File: src/rtl/rr_decode_arbiter_if.sv
// rtl/rr_decode_arbiter_if.sv - request/grant bus between the clients and the round-robin arbiter
interface rr_decode_arbiter_if;
   logic [15:0] req;
   logic [15:0] gnt;
   logic [3:0]  gnt_idx;
   logic        gnt_valid;
   logic [15:0] grant_cnt;

   modport master (output req, input gnt, gnt_idx, gnt_valid, grant_cnt);
   modport slave  (input req, output gnt, gnt_idx, gnt_valid, grant_cnt);
endinterface

File: src/rtl/rr_decode_arbiter.sv
// rtl/rr_decode_arbiter.sv - 16-way round-robin arbiter with hold cap and one-hot grant decode
module rr_decode_arbiter #(
   parameter int MAX_HOLD = 4,
   parameter int CNT_W    = 8
) (
   input logic                clk,
   input logic                rstn,
   rr_decode_arbiter_if.slave bus
);

   typedef enum logic {S_IDLE, S_GRANT} state_t;

   localparam logic [CNT_W-1:0] HOLD_MAX = CNT_W'(MAX_HOLD);

   state_t           r_state;
   logic [3:0]       r_ptr;
   logic [3:0]       r_idx;
   logic [15:0]      r_gnt;
   logic             r_valid;
   logic [CNT_W-1:0] r_hold;
   logic [15:0]      r_cnt;

   logic [3:0]       w_start;
   logic [3:0]       w_win;
   logic             w_found;
   logic             w_release;
   logic [15:0]      w_dec;

   // While granting, the search starts just past the owner, which is exactly the ptr a release installs.
   always_comb begin
      w_start = (r_state == S_GRANT) ? r_idx + 4'd1 : r_ptr;
   end

   // Scanning offsets from far to near leaves the nearest requester as the final winner.
   always_comb begin
      w_found = 1'b0;
      w_win   = '0;
      for (int i = 15; i >= 0; i--) begin
         if (bus.req[w_start + 4'(i)]) begin
            w_found = 1'b1;
            w_win   = w_start + 4'(i);
         end
      end
   end

   always_comb begin
      w_dec     = 16'd1 << w_win;
      w_release = !bus.req[r_idx] || (r_hold == HOLD_MAX);
   end

   always_ff @(posedge clk) begin
      if (!rstn) begin
         r_state <= S_IDLE;
         r_ptr   <= '0;
         r_idx   <= '0;
         r_gnt   <= '0;
         r_valid <= 1'b0;
         r_hold  <= '0;
         r_cnt   <= '0;
      end else begin
         case (r_state)
            S_IDLE: begin
               if (w_found) begin
                  r_state <= S_GRANT;
                  r_idx   <= w_win;
                  r_gnt   <= w_dec;
                  r_valid <= 1'b1;
                  r_hold  <= CNT_W'(1);
                  r_cnt   <= r_cnt + 16'd1;
               end
            end
            S_GRANT: begin
               if (!w_release) begin
                  r_hold <= r_hold + CNT_W'(1);
               end else begin
                  r_ptr <= r_idx + 4'd1;
                  if (w_found) begin
                     r_idx  <= w_win;
                     r_gnt  <= w_dec;
                     r_hold <= CNT_W'(1);
                     r_cnt  <= r_cnt + 16'd1;
                  end else begin
                     r_state <= S_IDLE;
                     r_gnt   <= '0;
                     r_valid <= 1'b0;
                     r_hold  <= '0;
                  end
               end
            end
            default: r_state <= S_IDLE;
         endcase
      end
   end

   assign bus.gnt       = r_gnt;
   assign bus.gnt_idx   = r_idx;
   assign bus.gnt_valid = r_valid;
   assign bus.grant_cnt = r_cnt;

endmodule
File: src/flat_wrapper.sv
// flat-port wrapper written by rule: the top's interface ports become plain ports
module rr_decode_arbiter_flat 
#(
   parameter int MAX_HOLD = 4,
   parameter int CNT_W    = 8
)
  (clk, rstn, bus_req, bus_gnt, bus_gnt_idx, bus_gnt_valid, bus_grant_cnt);
  rr_decode_arbiter_if bus_i ();
  input logic clk;
  input logic rstn;
  input wire logic [$bits(bus_i.req)-1:0] bus_req;
  output wire logic [$bits(bus_i.gnt)-1:0] bus_gnt;
  output wire logic [$bits(bus_i.gnt_idx)-1:0] bus_gnt_idx;
  output wire logic [$bits(bus_i.gnt_valid)-1:0] bus_gnt_valid;
  output wire logic [$bits(bus_i.grant_cnt)-1:0] bus_grant_cnt;
  assign bus_i.req = bus_req;
  assign bus_gnt = bus_i.gnt;
  assign bus_gnt_idx = bus_i.gnt_idx;
  assign bus_gnt_valid = bus_i.gnt_valid;
  assign bus_grant_cnt = bus_i.grant_cnt;
  rr_decode_arbiter #(.MAX_HOLD(MAX_HOLD), .CNT_W(CNT_W)) u_core (.clk(clk), .rstn(rstn), .bus(bus_i));
endmodule
File: config.mk
export PLATFORM = sky130hd
export DESIGN_NAME = rr_decode_arbiter_flat
export DESIGN_NICKNAME = d
export VERILOG_FILES = /design/src/rtl/rr_decode_arbiter_if.sv /design/src/rtl/rr_decode_arbiter.sv /design/src/flat_wrapper.sv
export SDC_FILE = /design/constraint.sdc
export NUM_CORES = 1
export LEC_CHECK = 0
export CAP_MARGIN = 20
export CORE_MARGIN = 10
export CORE_UTILIZATION = 35
export CTS_CLUSTER_SIZE = 20
export DETAILED_ROUTE_END_ITERATION = 6
export PLACE_DENSITY = 0.63
export SYNTH_ARGS = -nofsm -noshare
export SYNTH_HDL_FRONTEND = slang
export SYNTH_SLANG_ARGS = --single-unit
File: constraint.sdc
create_clock -name clk -period 11.2 [get_ports clk]
set_clock_uncertainty 0.1 [all_clocks]
set_input_delay 2.24 -clock clk [delete_from_list [all_inputs] [get_ports clk]]
set_output_delay 2.24 -clock clk [all_outputs]
set_load 0.1 [all_outputs]
==> metrics, run 1 <==
DRC Markers=0; worst slew pin tran=1.014 ns; Critical R2R Capture=u_core.r_hold[5]; CTS tree=done; clock sink count=50; Mapped Nets=563; Power, Total=1.642 mW; core area=0.01319 mm^2; nets=601; total grt overflow=0; total CTS buffers=5; async set-reset flop share out of synthesis=0%; global-route met3 utilization=3.858%; critical path endpoint=u_core.bus.gnt[13]; Via-to-Cell Ratio=5.850; setup_tns=0 ns; Ports=55; Clock H-tree levels=2; ratio of final minimum period to clock period=54.59%; commonest non-fill, non-tap cell in the layout=clkdlybuf4s50_1; Synth Register Bits=50; DR vias=4,376; CP Launch Type=primary input; die area=0.01842 mm^2; initial antenna violation count=0; crit-path max FO=16; Area Overhead vs Synth=16.73%; Syn Area/Cell=8.779 um^2; Worst setup startpoint=bus_req[2]; worst-case clock buffer depth=2; CTS Root Cell=clkbuf_16; Final Critical Period=6.114 ns; CP Class=primary input to register; crit end category=register; Top FF cell, synth=dfxtp_1; outcome=finished clean; met1 usage=18.13%; Max-Cap Viols=0; Arr. time, crit path=6.23 ns; sequential share of the synthesized area=21.35%; Clock Latency Late Sink=0.29 ns; Slew headroom=32.19%; synth warn=0; Worst EP required=11.32 ns; RSZ-0062 raised after global routing=no; number of global-route vias before repair=4,346; largest net degree at the start of global routing=37; Fin. Hold Viols=0; drt wl/cell=18.85 um; drt first pass iters=5; global route hottest layer=met2; initial DRC count=320; post-CTS sizing=0; Post-synth EDFFs=0; share of cells above drive strength 1=10.66%; fill count=1,308; Yosys cell types=73; top-area cell type share of the netlist area=21.35%; top cells by area, synth=dfxtp_1 21%, mux4_2 11%, mux2i_1 10%; Worst Hold Class=register to register; Pins Over Slew Limit=0; GR Util met2=25.43%; DPL Wire Length=10.78 mm; R2R Setup Slk=5.30 ns; global-route wire length before repair=22.86 mm; Initial Util=35.54%; Yosys top cell by area=dfxtp_1; gr usage total=15.16%; overall routed net length=14.10 mm; diode count=0; Routability Congestion=0.9180; Lkg Pwr=2.059 nW; antenna-violating nets left=0; fmax=0.1636 GHz; post-CTS setup buffers=0; pwr/cell area=300.1 mW/mm^2; maximum VDD drop=164.4 uV; worst flop-to-flop path startpoint=u_core.bus.gnt_idx[0]; IO buf count=54; endpoints failing setup=0; CTS Hold Buffers Added=0; num rows=42; die width=135.7 um; clock transition at the registers of the reported paths=0.07 ns; Die Y=135.7 um; R2R depth=16; mapped cell area=0.004688 mm^2; Syn Inst Count=534; commonest cells after routing, fill and taps aside=54 x clkdlybuf4s50_1, 52 x nand2_1, 50 x dfxtp_1
[state kept, by name (all words and copies together) (netlist names)]
register              flops
u_core.bus.gnt_idx        4
u_core.r_hold             8
u_core.bus.gnt           16
u_core.r_ptr              4
u_core.bus.grant_cnt     16
u_core.bus.gnt_valid      1
u_core.r_state            1
[worst min path at each step]
stage	from	endpoint	slack, ns	cells past startpoint
global placement	u_core.bus.gnt[12]	u_core.bus.gnt[12]	0.34	2
finish	u_core.bus.gnt[12]	u_core.bus.gnt[12]	0.36	2
detailed placement	u_core.bus.gnt[12]	u_core.bus.gnt[12]	0.35	2
CTS	u_core.bus.gnt[12]	u_core.bus.gnt[12]	0.36	2
global route	u_core.bus.gnt[12]	u_core.bus.gnt[12]	0.37	2
floorplan	u_core.r_ptr[3]	u_core.r_ptr[3]	0.37	2
[where the power goes]
part           switching (mW)  total [mW]  internal, mW  leakage, nW
clock                  0.0648       0.147        0.0819       0.0701
sequential             0.0285       0.228         0.200        0.406
combinational           0.817        1.27         0.450         1.58
[final cells by class]
type,instances,area (um^2),area share (%)
Sequential cell,50,1001,18.29
Multi-Input combinational cell,440,3480,63.58
Clock inverter,2,13.76,0.2515
Clock buffer,5,125.1,2.286
Timing Repair Buffer,57,563.0,10.29
Inverter,18,70.07,1.280
Tap cell,176,220.2,4.024
[cell usage after synthesis, drive strengths merged (3+ instances only)]
master   number
nand4         7
mux2         16
nor3b         3
a21oi        19
and2         13
o21ai        19
a21o          3
nand3        17
nor2         43
or4           3
buf          16
nor2b         6
dfxtp        50
nor3         10
o211ai        5
a22oi         3
o31a          3
o22ai         3
a21boi        5
a22o          4
inv          16
nor4b         3
a32o         10
o211a         3
o31ai         6
mux4         22
a211oi       12
nand2        53
clkbuf       10
a31oi         4
and3         12
ha           11
xor2          9
xnor2        20
o2bb2ai       3
mux2i        50
nand2b        9
a2111oi       3
[per-layer routing]
metal / wire, um / share of wire (%)
met1: 5876 / 42
met2: 6774 / 48
met3: 1128 / 8.0
met4: 318 / 2.3
met5: 0 / 0
[cells by family after synthesis]
kind of cell	after synthesis	synth area share, %
simple gates	188	20.23
mux	88	25.43
buf+inv	44	4.510
fa+ha+maj	11	2.936
flops	50	21.35
xor+xnor	29	5.738
compound gates	124	19.80
[critical path, cell delays in order]
cell	delay [ns]
clkdlybuf4s50_1	0.52
mux4_2	0.54
mux2i_1	0.42
mux2i_1	0.31
or2_1	0.33
or4_4	0.54
o31a_1	0.49
nor3b_4	0.61
nand2_1	0.11
o21ai_1	0.11
[metrics by stage]
stage               instance area (um^2)  hold slack, ns  instances  worst slack (ns)  utilization [%]
floorplan                           4688          0.3742        534             5.794                -
global placement                    5334          0.3376        741             5.030            40.44
detailed placement                  5334          0.3481        741             4.814            40.44
CTS                                 5473          0.3577        748             5.096            41.49
global route                        5473          0.3748        748             4.796            41.49
finish                              5473          0.3558        748             5.086            41.49
(Power assumes the default switching activity.)
==> inputs of run 2 (changes only) <==
clock period = 6.02 ns   (was 11.2 ns; I/O delays follow)
==> run 2 against run 1 <==
Effect of this change:
- clock-buffer cell count unchanged
- non-clock buffer count up 6
- combinational power up 90%
- worst hold slack gained 0.0023 ns
- routed wire length up 2.1%
- global-route usage up 0.29 points
- clock power grew 120%
- power up 93%
- critical path type is now register to register
- largest cell class unchanged
- largest power group unchanged
==> metrics, run 2 (synthesis gave the netlist of run 1 again) <==
total grt overflow=0 (unchanged); CTS tree=done; Area Overhead vs Synth=18.44%; DPL Wire Length=10.97 mm (+1.8%); Lkg Pwr=2.100 nW (+2.0%); commonest cells after routing, fill and taps aside=54 x clkdlybuf4s50_1, 52 x nand2_1, 50 x dfxtp_1; worst-case clock buffer depth=2 (unchanged); DR vias=4,419 (+0.98%); overall routed net length=14.39 mm (+2.1%); crit-path cells=ha_1 -> xor2_1 -> mux2i_4 -> buf_4 -> xnor2_2 -> mux4_2 -> mux2i_1 -> nand3_1 -> o31a_1 -> nor3b_4 -> a22o_1; DRC Markers=0 (unchanged); clock transition at the registers of the reported paths=0.07 ns (about the same); Clock H-tree levels=2 (unchanged); die area=0.01842 mm^2 (unchanged); fmax=0.1843 GHz; global-route wire length before repair=23.48 mm (+2.7%); Die Y=135.7 um (unchanged); Slew headroom=32.88% (+0.70 points); ratio of final minimum period to clock period=90.15%; die width=135.7 um (unchanged); final core occ=42.10% (+0.61 points); largest net degree at the start of global routing=37 (unchanged); gr usage total=15.46% (+0.29 points); final worst slack=0.5932 ns (-4.493 ns); WP buf/inv=1 (unchanged); num rows=42 (unchanged); outcome=finished clean; Worst EP required=6.16 ns (-5.16 ns); worst flop-to-flop path startpoint=u_core.bus.gnt_idx[1]; crit-path max FO=16 (unchanged); antenna-violating nets left=0 (unchanged); HP Start=u_core.bus.gnt[13]; core area=0.01319 mm^2 (unchanged); CP Class=register to register; clock sink count=50 (unchanged); maximum VDD drop=273.1 uV (+66%); Worst Hold Class=register to register; R2R depth=11 (-5); Initial Util=35.54% (unchanged); Fin. Hold Viols=0 (unchanged); max incr delay on CP=0.72 ns (+0.11 ns); Critical R2R Capture=u_core.bus.gnt[7]; number of global-route vias before repair=4,379 (+0.76%); worst slew pin tran=1.004 ns (-0.01044 ns); RSZ-0062 raised after global routing=no; Ports=55 (unchanged); CTS Root Cell=clkbuf_16; endpoints failing setup=0 (unchanged); CP Launch Type=register; worst slack, placed=0.6062 ns (-4.208 ns); total CTS buffers=5 (unchanged); initial antenna violation count=0 (unchanged); setup_tns=0 ns (unchanged); share of cells above drive strength 1=11.74% (+1.1 points); initial DRC count=364 (+14%); nets=607 (+1.0%); Routability Congestion=0.8910 (-2.9%); post-CTS sizing=0 (unchanged); drt wl/cell=19.06 um (+1.1%); IO buf count=54 (unchanged); R2R Setup Slk=0.59 ns (-4.71 ns); commonest non-fill, non-tap cell in the layout=clkdlybuf4s50_1; CP top delay family=multiplexers; CP max stage cell=mux2i_1; crit end category=register; Final Critical Period=5.427 ns; Max-Cap Viols=0 (unchanged); Pins Over Slew Limit=0 (unchanged); post-CTS setup buffers=0 (unchanged); CTS Hold Buffers Added=0 (unchanged); drt first pass iters=5 (unchanged); Via-to-Cell Ratio=5.853 (about the same); Clock Latency Late Sink=0.30 ns (about the same); diode count=0 (unchanged); Power, Total=3.162 mW (+93%); Worst Hold End=u_core.bus.gnt[13]; Arr. time, crit path=5.57 ns (-0.66 ns); Hold Path Stages=2 (unchanged); Min Hold Slack=0.3581 ns (+0.002335 ns); pwr/cell area=569.5 mW/mm^2 (+90%)
[run 2: worst max path at each step]
| stage | depth (start not counted) | from | end | slack [ns] |
|---|---|---|---|---|
| 3_5_place_dp | 11 | u_core.bus.gnt_idx[1] | u_core.bus.gnt[7] | 0.61 |
| 6_report | 11 | u_core.bus.gnt_idx[1] | u_core.bus.gnt[7] | 0.59 |
| 4_1_cts | 11 | u_core.bus.gnt_idx[1] | u_core.bus.gnt[7] | 0.60 |
| 2_1_floorplan | 17 | u_core.bus.gnt_idx[1] | u_core.r_hold[7] | 0.61 |
| 5_1_grt | 12 | u_core.bus.gnt_idx[1] | u_core.bus.gnt[12] | 0.15 |
| 3_3_place_gp | 11 | u_core.bus.gnt_idx[1] | u_core.bus.gnt[6] | 0.74 |
[run 2: tightest hold or removal path: stages (launching register included)]
cell	delay [ns]
dfxtp_1	0.31
nand2_1	0.05
o21ai_1	0.05
[run 2: metal layers]
layer	wire (um)	global-route usage, %	share of wire (%)	vias up
li1	-	-	-	2117
met3	1060	3.783	7.4	19
met4	262	4.904	1.8	0
met2	6943	25.67	48	162
met5	0	0	0	-
met1	6125	19.17	43	2121
[run 2: power breakdown]
group          internal [mW]  switching (mW)  leakage [nW]
Clock                  0.199           0.131        0.0819
Sequential             0.372          0.0516         0.406
Combinational          0.862            1.55          1.61
[run 2: final cells by class]
class	instances	area (um^2)
inverters	18	70.07
clock buffers	5	125.1
fillers	1291	7637
clock inverters	3	48.80
well taps	176	220.2
flip-flops and latches	50	1001
repair buffers	63	608.1
multi-input cells	440	3480
[run 2: stage by stage]
step / std cells / area (um^2)
after detailed placement: 747 / 5379
after global placement: 747 / 5379
after floorplan: 534 / 4688
after global routing: 755 / 5553
final: 755 / 5553
after CTS: 755 / 5553
==> inputs of run 3 (changes only) <==
CORE_UTILIZATION = 51   (was 35)
PLACE_DENSITY = 0.83   (was 0.63)
==> run 3 against run 2 <==
Effect of this change:
- die area down 27%
- routed wire length down 3.1%
- global-route usage up 5.2 points
- largest cell class unchanged
- largest power group unchanged
- clock power down 35%
- cell area down 2.6%
- register-to-register slack worse by 0.24 ns
- combinational power about the same
- clock-buffer cell count up 2
- final cell count down 8.9%
- sequential share of layout area up 0.49 points
- critical endpoint unchanged
- fmax down 4.3%
==> metrics, run 3 (synthesis gave the netlist of run 1 again) <==
outcome=finished clean; Hold Path Stages=2 (unchanged); Fin. Hold Viols=0 (unchanged); commonest cells after routing, fill and taps aside=54 x clkdlybuf4s50_1, 52 x nand2_1, 50 x dfxtp_1; total grt overflow=0 (unchanged); Initial Util=52.98% (+17 points); Pins Over Slew Limit=0 (unchanged); Slew headroom=33.58% (+0.69 points); ratio of final minimum period to clock period=94.18% (+4.0 points); fill count=728 (-44%); setup_tns=0 ns (unchanged); post-CTS setup buffers=0 (unchanged); initial DRC count=443 (+22%); overall routed net length=13.95 mm (-3.1%); Clock Latency Late Sink=0.30 ns (about the same); Max-Cap Viols=0 (unchanged); maximum VDD drop=299.0 uV (+9.5%); CP Launch Type=register; IO buf count=54 (unchanged); Arr. time, crit path=5.82 ns (+0.25 ns); largest net degree at the start of global routing=35 (-5.4%); num rows=34 (-19%); DR vias=4,625 (+4.7%); clock transition at the registers of the reported paths=0.09 ns (+0.02 ns); final core occ=61.10% (+19 points); number of global-route vias before repair=4,497 (+2.7%); total CTS buffers=5 (unchanged); global-route wire length before repair=22.78 mm (-3.0%); pwr/cell area=563.4 mW/mm^2 (-1.1%); CTS Hold Buffers Added=0 (unchanged); Final Critical Period=5.670 ns (+0.2430 ns); RSZ-0062 raised after global routing=no; share of cells above drive strength 1=11.90% (+0.15 points); fmax=0.1764 GHz (-4.3%); Die Y=115.9 um (-15%); post-CTS sizing=0 (unchanged); crit end category=register; Clock H-tree levels=2 (unchanged); endpoints failing setup=0 (unchanged); Worst EP required=6.17 ns (about the same); Ports=55 (unchanged); initial antenna violation count=0 (unchanged); worst slew pin tran=0.9932 ns (-0.01035 ns); Lkg Pwr=2.077 nW (-1.1%); core area=0.008848 mm^2 (-33%); worst-case clock buffer depth=2 (unchanged); die area=0.01343 mm^2 (-27%); Routability Congestion=0.9886 (+11%); drt first pass iters=5 (unchanged); nets=608 (+0.16%); antenna-violating nets left=0 (unchanged); crit-path max FO=19 (+3); DRC Markers=0 (unchanged); drt wl/cell=20.28 um (+6.4%); DPL Wire Length=10.58 mm (-3.5%); CP Class=register to register; Area Overhead vs Synth=15.32%; clock sink count=50 (unchanged); diode count=0 (unchanged); die width=115.9 um (-15%); Via-to-Cell Ratio=6.722 (+15%); R2R depth=13 (+2); CTS Root Cell=clkbuf_8; commonest non-fill, non-tap cell in the layout=clkdlybuf4s50_1; gr usage total=20.64% (+5.2 points); Worst Hold Class=register to register; CTS tree=done
[run 3: changes by cell type in the layout (fill, tap and decap cells not counted), sizes merged]
cell	previous run	this run
inv	17	16
clkinvlp	1	0
buf	9	10
clkbuf	5	7
bufinv	1	0
clkinv	2	3
[run 3: power breakdown]
group	internal (mW)	switching (mW)	total [mW]
clock	0.105	0.108	0.213
sequential	0.371	0.0498	0.421
combinational	0.881	1.53	2.41
[run 3: layout make-up]
| class | count | area (um^2) | share of cell area [%] |
|---|---|---|---|
| clock inverters | 1 | 8.758 | 0.1620 |
| well taps | 108 | 135.1 | 2.499 |
| inverters | 18 | 70.07 | 1.296 |
| clock buffers | 7 | 96.34 | 1.782 |
| flip-flops and latches | 50 | 1001 | 18.51 |
| repair buffers | 64 | 615.6 | 11.39 |
| multi-input cells | 440 | 3480 | 64.36 |
[run 3: critical path, cell delays in order, from the launching register on]
cell,delay (ns)
dfxtp_1,0.60
ha_1,0.24
xor2_1,0.37
mux2i_4,0.13
buf_4,0.24
ha_1,0.47
inv_1,0.31
mux2i_1,0.46
mux2i_1,0.38
or2_1,0.37
or4_4,0.55
o31a_1,0.51
nor3b_4,0.63
a22o_1,0.26
[run 3: through the flow]
stage / instance area (um^2) / power, mW / hold WS (ns) / std cells / worst slack, ns
floorplan: 4688 / 2.220 / 0.3742 / 534 / 0.6145
global placement: 5301 / 2.742 / 0.3467 / 680 / 0.5713
detailed placement: 5301 / 2.764 / 0.3520 / 680 / 0.4256
CTS: 5406 / 2.991 / 0.3656 / 688 / 0.3917
global route: 5406 / 3.237 / 0.3828 / 688 / 0.03215
finish: 5406 / 3.046 / 0.3617 / 688 / 0.3502
[run 3: path summary, 6_finish.rpt]
path | from | end | slack (ns)
hold / removal | u_core.bus.gnt[12] | u_core.bus.gnt[12] | 0.36
setup reg to reg | u_core.bus.gnt_idx[0] | u_core.bus.gnt[7] | 0.35
hold reg to reg | u_core.bus.gnt[12] | u_core.bus.gnt[12] | 0.36
setup / recovery | u_core.bus.gnt_idx[0] | u_core.bus.gnt[7] | 0.35
[run 3: layer usage]
metal / track usage [%] / vias up / routed length [um]
met4: 10.43 / 0 / 595
li1: - / 2123 / -
met5: 0 / - / 0
met3: 5.168 / 46 / 1331
met2: 34.13 / 252 / 6552
met1: 24.41 / 2204 / 5474
